File: config.mk
export PLATFORM = sky130hd
export DESIGN_NAME = wb_demux_1x2
export DESIGN_NICKNAME = d
export VERILOG_FILES = /design/src/rtl/wb_pkg.sv /design/src/rtl/wb_fifo.sv /design/src/rtl/wb_demux_1x2.sv
export SDC_FILE = /design/constraint.sdc
export NUM_CORES = 1
export LEC_CHECK = 0
export ABC_AREA = 1
export CAP_MARGIN = 20
export CORE_AREA = 2 2 93 86
export DETAILED_ROUTE_END_ITERATION = 10
export DIE_AREA = 0 0 95 88
export GPL_ROUTABILITY_DRIVEN = 0
export PLACE_DENSITY = 0.74
export SETUP_SLACK_MARGIN = 0.02
export SLEW_MARGIN = 20
export SYNTH_ARGS = -nofsm -noshare
export SYNTH_HDL_FRONTEND = slang
export SYNTH_SLANG_ARGS = --single-unit
File: constraint.sdc
create_clock -name clk -period 1.3 [get_ports clk]
set_input_delay 0.26 -clock clk [delete_from_list [all_inputs] [get_ports clk]]
set_output_delay 0.26 -clock clk [all_outputs]
set_load 0.05 [all_outputs]
File: src/rtl/wb_pkg.sv
// Shared constants and types for the write-back result demux.
package wb_pkg;

    localparam int DATA_W = 16;

    typedef logic [DATA_W-1:0] data_t;

    localparam logic SEL_OUT0 = 1'b0;
    localparam logic SEL_OUT1 = 1'b1;

endpackage

File: src/rtl/wb_fifo.sv
// Small circular-buffer queue with registered head, full and empty flags.
module wb_fifo #(
    parameter int DATA_W = 16,
    parameter int DEPTH  = 2
) (
    input  logic              clk,
    input  logic              rst_n,
    input  logic              push,
    input  logic [DATA_W-1:0] push_data,
    input  logic              pop,
    output logic [DATA_W-1:0] head,
    output logic              full,
    output logic              empty
);

    localparam int AW = $clog2(DEPTH);
    localparam int CW = AW + 1;

    logic [DATA_W-1:0] mem [DEPTH];
    logic [AW-1:0]     wr_ptr;
    logic [AW-1:0]     rd_ptr;
    logic [CW-1:0]     count;
    logic              do_push;
    logic              do_pop;

    assign full    = (count == CW'(DEPTH));
    assign empty   = (count == '0);
    assign do_push = push && !full;
    assign do_pop  = pop && !empty;
    assign head    = mem[rd_ptr];

    // Storage is cleared on reset so an idle queue presents a zero head.
    always_ff @(posedge clk or negedge rst_n) begin
        if (!rst_n) begin
            for (int i = 0; i < DEPTH; i++) begin
                mem[i] <= '0;
            end
        end else if (do_push) begin
            mem[wr_ptr] <= push_data;
        end
    end

    always_ff @(posedge clk or negedge rst_n) begin
        if (!rst_n) begin
            wr_ptr <= '0;
            rd_ptr <= '0;
            count  <= '0;
        end else begin
            if (do_push) begin
                wr_ptr <= wr_ptr + AW'(1);
            end
            if (do_pop) begin
                rd_ptr <= rd_ptr + AW'(1);
            end
            unique case ({do_push, do_pop})
                2'b10:   count <= count + CW'(1);
                2'b01:   count <= count - CW'(1);
                default: count <= count;
            endcase
        end
    end

endmodule

File: src/rtl/wb_demux_1x2.sv
// Routes one valid/ready result stream into one of two queued consumers.
module wb_demux_1x2
    import wb_pkg::*;
#(
    parameter int DATA_W = wb_pkg::DATA_W,
    parameter int DEPTH  = 2
) (
    input  logic              clk,
    input  logic              rst_n,
    input  logic              in_valid,
    output logic              in_ready,
    input  logic [DATA_W-1:0] in_data,
    input  logic              in_sel,
    output logic              out0_valid,
    input  logic              out0_ready,
    output logic [DATA_W-1:0] out0_data,
    output logic              out1_valid,
    input  logic              out1_ready,
    output logic [DATA_W-1:0] out1_data,
    output logic              busy
);

    logic full0;
    logic full1;
    logic empty0;
    logic empty1;
    logic push0;
    logic push1;

    // Only the selected queue's registered full flag gates the producer.
    assign in_ready   = (in_sel == SEL_OUT1) ? !full1 : !full0;
    assign push0      = in_valid && in_ready && (in_sel == SEL_OUT0);
    assign push1      = in_valid && in_ready && (in_sel == SEL_OUT1);
    assign out0_valid = !empty0;
    assign out1_valid = !empty1;
    assign busy       = !empty0 || !empty1;

    wb_fifo #(
        .DATA_W(DATA_W),
        .DEPTH (DEPTH)
    ) u_q0 (
        .clk      (clk),
        .rst_n    (rst_n),
        .push     (push0),
        .push_data(in_data),
        .pop      (out0_ready),
        .head     (out0_data),
        .full     (full0),
        .empty    (empty0)
    );

    wb_fifo #(
        .DATA_W(DATA_W),
        .DEPTH (DEPTH)
    ) u_q1 (
        .clk      (clk),
        .rst_n    (rst_n),
        .push     (push1),
        .push_data(in_data),
        .pop      (out1_ready),
        .head     (out1_data),
        .full     (full1),
        .empty    (empty1)
    );

endmodule

==> run metrics <==
Final setup viols 77; period utilisation layout 1.324; relative slew slack 0.7358; synth unique cells 17; DRC marker count from the first detailed-route iteration between 300 and 400; CP peak stage delay ~0.50 ns; area grow syn2layout 72.30%; Slew Viols, Final 0; total negative setup slack -13.33 ns; Die Wd between 90 and 100 µm; Synth warnings 0; min cycle time layout roughly 1.7 ns; crit start category register; critical path type reg2out; P_int 0.009635 W; synthesized area 3487 µm²; most common cell after layout, fill and taps aside nand2_1; Seq pwr share 0.237; total CTS buffers 9; synthesized flop and latch total 72; CTS tree built; VDD IR max ~0.0022 V; Switching Share 0.4904; Hold Vio Cnt, Final 0; Vias/cell 5.887; Die Area between 8000 and 9000 µm²; Syn Nets approximately 460; worst skew pair latency approximately 0.35 ns; Filler cells between 400 and 500; final WL 12890 µm; RSZ-0062 raised after global routing yes; worst hold path type in2reg; drt pass-1 iters 5; cells along the critical path buf_4 -> clkinv_4 -> nand2_1 -> nand2_2 -> buf_8; worst-margin pin slew between 0.3 and 0.4 ns; Site Rows 30; FF-to-FF setup slack -0.30 ns; Clock Tree Buf Depth 2; pre-CTS setup slack -0.5224 ns; area of the core between 7000 and 8000 µm²; Crit Path Max Fanout 5; Total GRT Usage 0.2781; cell taking the most area after synthesis dfrtp_1; status complete, but fails checks; Yosys top cell area share 0.5167; Port Buf Inserts 57; Die Y-Extent roughly 88 µm; fmax between 0.5 and 0.6 GHz; wire per inst ~20 µm; WP data required approximately 1.0 ns; Vias ~3.8k; failing checks negative setup slack; first-pass GRT wire length roughly 18000 µm; Max-cap violations 0; Critical path buffers and inverters 3; pin count of the biggest net entering global routing 73; Worst Setup End Kind primary output; leakage power around 3.0 nW; Starting Density 0.4716; Largest delay share family, worst path flip-flops; post-synthesis area per instance about 7.9 µm²; clock sink count 72; Post-Route Skew 0.008720 ns; clk slew on worst S/H paths 0.07 ns; final worst setup slack -0.4207 ns; CTS H-tree lvls 3; power density over cell area 3147 nW/µm²; Critical Path AT roughly 1.5 ns; Clock Root Buffer clkbuf_8; Psw between 0.009 and 0.01 W; Post-DP HPWL 6068 µm; nets@finish 570; Logic pwr share 0.672; most frequent cells in the layout nand2_1 (126), nand2_4 (72), dfrtp_1 (69), nand4_1 (65), nand2_2 (40); vias in the first global route approximately 3.6k; DRT antenna net count 0; total grt overflow 0; initial antenna violation count 0; Ports between 50 and 60; clock share of power 0.091; DRC violations left 0; Seq/Total Area, Yosys 0.5167; Syn Inst Count around 440; CP max-delay cell dfrtp_2; share of post-route cells with drive strength above 1 0.4755; antenna cells 0; synth top area cells dfrtp_1 (52%), nand2_1 (26%), nand4_1 (12%)
worst register-to-register path, delay by kind of cell, from the launching register on:
family          cells  cell delay, ns
compound gates      1            0.18
flops               1            0.43
fa+ha+maj           1            0.22
xor+xnor            1            0.16
simple gates        2            0.13
buf+inv             3            0.37
cells by family after synthesis:
kind of cell | count (synthesis) | share of synthesized area
AND/OR/NAND/NOR | 312 | 0.3940
flip-flops | 72 | 0.5167
buffers and inverters | 45 | 0.05992
XOR/XNOR | 6 | 0.01507
AO/OA/AOI/OAI | 2 | 0.007178
adder cells (fa/ha/maj) | 2 | 0.007175
cell usage after synthesis, drive strengths merged:
master	n
clkinv	2
nand4	69
clkbuf	8
nand3	2
xor2	4
nand2	240
a21oi	2
ha	2
or2	1
buf	22
xnor2	2
dfrtp	72
inv	13
stage by stage:
| stage | cells | utilization | total power (W) | cell area, µm² | hold WS, ns |
|---|---|---|---|---|---|
| after detailed placement | 596 | 0.6096 | 0.01246 | 4508 | 0.3226 |
| after global placement | 596 | 0.6096 | 0.01227 | 4508 | 0.3192 |
| final | 647 | 0.8125 | 0.01891 | 6008 | 0.2887 |
| after global routing | 647 | 0.8125 | 0.01977 | 6008 | 0.2893 |
| after CTS | 639 | 0.7359 | 0.01695 | 5441 | 0.2821 |
| after floorplan | 439 | - | 0.009822 | 3705 | -0.03559 |
final cells by class:
class	instances	area, µm²	area share
inverter	15	86.33	0.01437
clock buffer	12	135.1	0.02249
clock inverter	4	45.04	0.007497
sequential	72	1805	0.3005
tap	96	120.1	0.01999
multi-input combinational	322	2236	0.3721
timing repair buffer	122	1523	0.2534
timing repair inverter	4	57.56	0.009579
per-layer routing:
metal | vias to the layer above | global-route usage | part of all wire
met2 | 233 | 0.4436 | 0.51
met5 | - | 0 | 0
met4 | 0 | 0.08300 | 0.044
li1 | 1656 | - | -
met3 | 59 | 0.06282 | 0.074
met1 | 1861 | 0.3829 | 0.38
what timing repair did:
item,in CTS,in global routing
setup buffers,20,5
hold buffers,1,0
pin swaps,14,23
resized for setup,143,126
cloned,6,4
endpoints found under the setup margin,67,104
hold endpoints to repair,72,0
final timing paths:
check                                               start                         to  depth (start not counted)
worst min-delay path                             in_valid    u_q0.wr_ptr$_DFFE_PN0N_                          4
worst max-delay path              u_q1.rd_ptr$_DFFE_PN0P_              out1_data[15]                          5
min in group asynchronous                           rst_n    u_q0.mem[3]$_DFFE_PN0P_                          3
worst min register to register   u_q0.mem[10]$_DFFE_PN0P_   u_q0.mem[10]$_DFFE_PN0P_                          2
max in group asynchronous                           rst_n  u_q1.count[1]$_DFFE_PN0P_                          3
worst max register to register  u_q0.count[1]$_DFFE_PN0P_  u_q0.count[1]$_DFFE_PN0P_                          8
power groups by stage:
stage,clock (W),combinational [W],sequential (W)
2_1_floorplan,0,0.00605,0.00377
3_3_place_gp,0,0.00836,0.00390
3_5_place_dp,0,0.00852,0.00394
4_1_cts,0.00172,0.0112,0.00407
5_1_grt,0.00183,0.0134,0.00458
6_report,0.00171,0.0127,0.00448
state kept, by name, summed over array words and instances, names as in the netlist:
register / flops
u_q0.wr_ptr: 1
u_q0.rd_ptr: 1
u_q0.mem: 32
u_q1.count: 2
u_q0.count: 2
u_q1.mem: 32
u_q1.wr_ptr: 1
u_q1.rd_ptr: 1
No activity file was read; power rests on OpenSTA's default activity.
==> patch: new RTL, same flow settings <==
`DATA_W` is set to 16 in 2 places; all go to 14.
--- a/src/rtl/wb_pkg.sv
+++ b/src/rtl/wb_pkg.sv
@@ -2,5 +2,5 @@
 package wb_pkg;
 
-    localparam int DATA_W = 16;
+    localparam int DATA_W = 14;
 
     typedef logic [DATA_W-1:0] data_t;
--- a/src/rtl/wb_fifo.sv
+++ b/src/rtl/wb_fifo.sv
@@ -1,5 +1,5 @@
 // Small circular-buffer queue with registered head, full and empty flags.
 module wb_fifo #(
-    parameter int DATA_W = 16,
+    parameter int DATA_W = 14,
     parameter int DEPTH  = 2
 ) (
Ports: changed (resized in_data, out0_data and out1_data); port bits go from 58 to 52. No check against the original RTL was run, so the function may have changed too.
==> patch against the unedited design <==
The flow still finishes with violations (negative setup slack); sequential power is 13% lower; synthesized area is 12% lower; final area is 7.0% lower; power is 5.4% lower; die area stayed put; sequential cell count is 8 lower; largest power group unchanged; critical path type unchanged; largest cell class unchanged; worst setup slack better by 0.046 ns; routed wire length is 13% lower.
==> patch: results (changes against the unedited design) <==
stage,metric,value,unit,change
placed_design,DP Area,4490,um^2,-0.39%
detailed_routing,Detailed Route Iter0 Violations,347,,+15%
critical_path,crit path max-delay cell type,dfrtp_1,,
cells_and_area,Regs by FF count,"u_q0.mem (28), u_q1.mem (28)",,
cells_and_area,#MultiIn Comb,286,,-11%
worst_hold_path,Worst Hold Path EP,u_q1.mem[13],,
critical_path,worst-path fanout max,2,,-3
power_and_ir_drop,clock network fraction of total power,0.109,,+0.018
cts,postcts setup bufs,12,,-40%
run_status,failing checks,negative setup slack,,
cells_and_area,Non-clock buffer share,0.284,,+0.0302
detailed_routing,Vias/cell,5.71,,-3.0%
placed_design,Buffers on Ports,51,,-11%
yosys,Area contributors post-synth,"dfrtp_1, nand2_1, nand4_1, buf_2, inv_1",,
critical_path,critical path endpoint,in_ready,,
power_and_ir_drop,Psw,0.00823,W,-11%
cells_and_area,clk_buf instances,11,,-1
run_status,outcome,finished with violations,,
cells_and_area,# fillers,442,,+7.3%
critical_path,Slowest Stage Delay on Critical Path,0.39,ns,-0.11 ns
yosys,Unique masters post-synth,15,,-2
sta,Rel. slew slack,0.746,,+0.0101
placed_design,Final HPWL DP,5620,um,-7.4%
critical_path,worst r2r dst,u_q1.count[1],,
cells_and_area,register area,1600,um^2,-11%
yosys,sequential area share after synthesis,0.521,,+0.00406
critical_path,reg2reg path depth,11,,+3
sta,hold_ws,0.358,ns,+0.0690 ns
critical_path,Worst Setup SP,u_q1.count[0],,
sta,post-route worst setup slack,-0.375,ns,+0.0458 ns
sta,setup TNS,-10.01,ns,+3.32 ns
power_and_ir_drop,PnR Total Power,0.0179,W,-5.4%
sta,Finish-stage setup viols,54,,-30%
cts,Sink Count,64,,-11%
cells_and_area,buffers outside the clock class,116,,-4.9%
power_and_ir_drop,static leakage,2.82,nW,-7.4%
global_routing,vias in the first global route,3057,,-14%
detailed_routing,Routed WL,11200,um,-13%
critical_path,crit path DAT,1.41,ns,-0.05 ns
cells_and_area,Signal inverters,15,,-4
[patch: kinds of logic after synthesis]
group / Yosys count / share of synthesized area
flip-flops: 64 / 0.521
XOR/XNOR: 6 / 0.0171
AO/OA/AOI/OAI: 2 / 0.00325
AND/OR/NAND/NOR: 276 / 0.392
buffers and inverters: 42 / 0.0586
adder cells (fa/ha/maj): 2 / 0.00814
[patch: worst reg2reg max path: stages, from the launching register on]
cell and delay [ns]:
dfrtp_1 0.39, inv_2 0.09, buf_6 0.13, buf_12 0.11, nand2_8 0.04, buf_6 0.11
nand2_4 0.07, inv_2 0.05, ha_4 0.28, inv_2 0.04, nand3_2 0.06, xor2_1 0.17
[patch: layer usage]
layer / GRT usage / wire [um] / share of wire / vias to the layer above
met5: 0 / 0 / 0 / -
met2: 0.369 / 5600 / 0.50 / 192
met3: 0.0370 / 965 / 0.086 / 37
li1: - / - / - / 1482
met1: 0.331 / 4270 / 0.38 / 1675
met4: 0.116 / 332 / 0.030 / 0
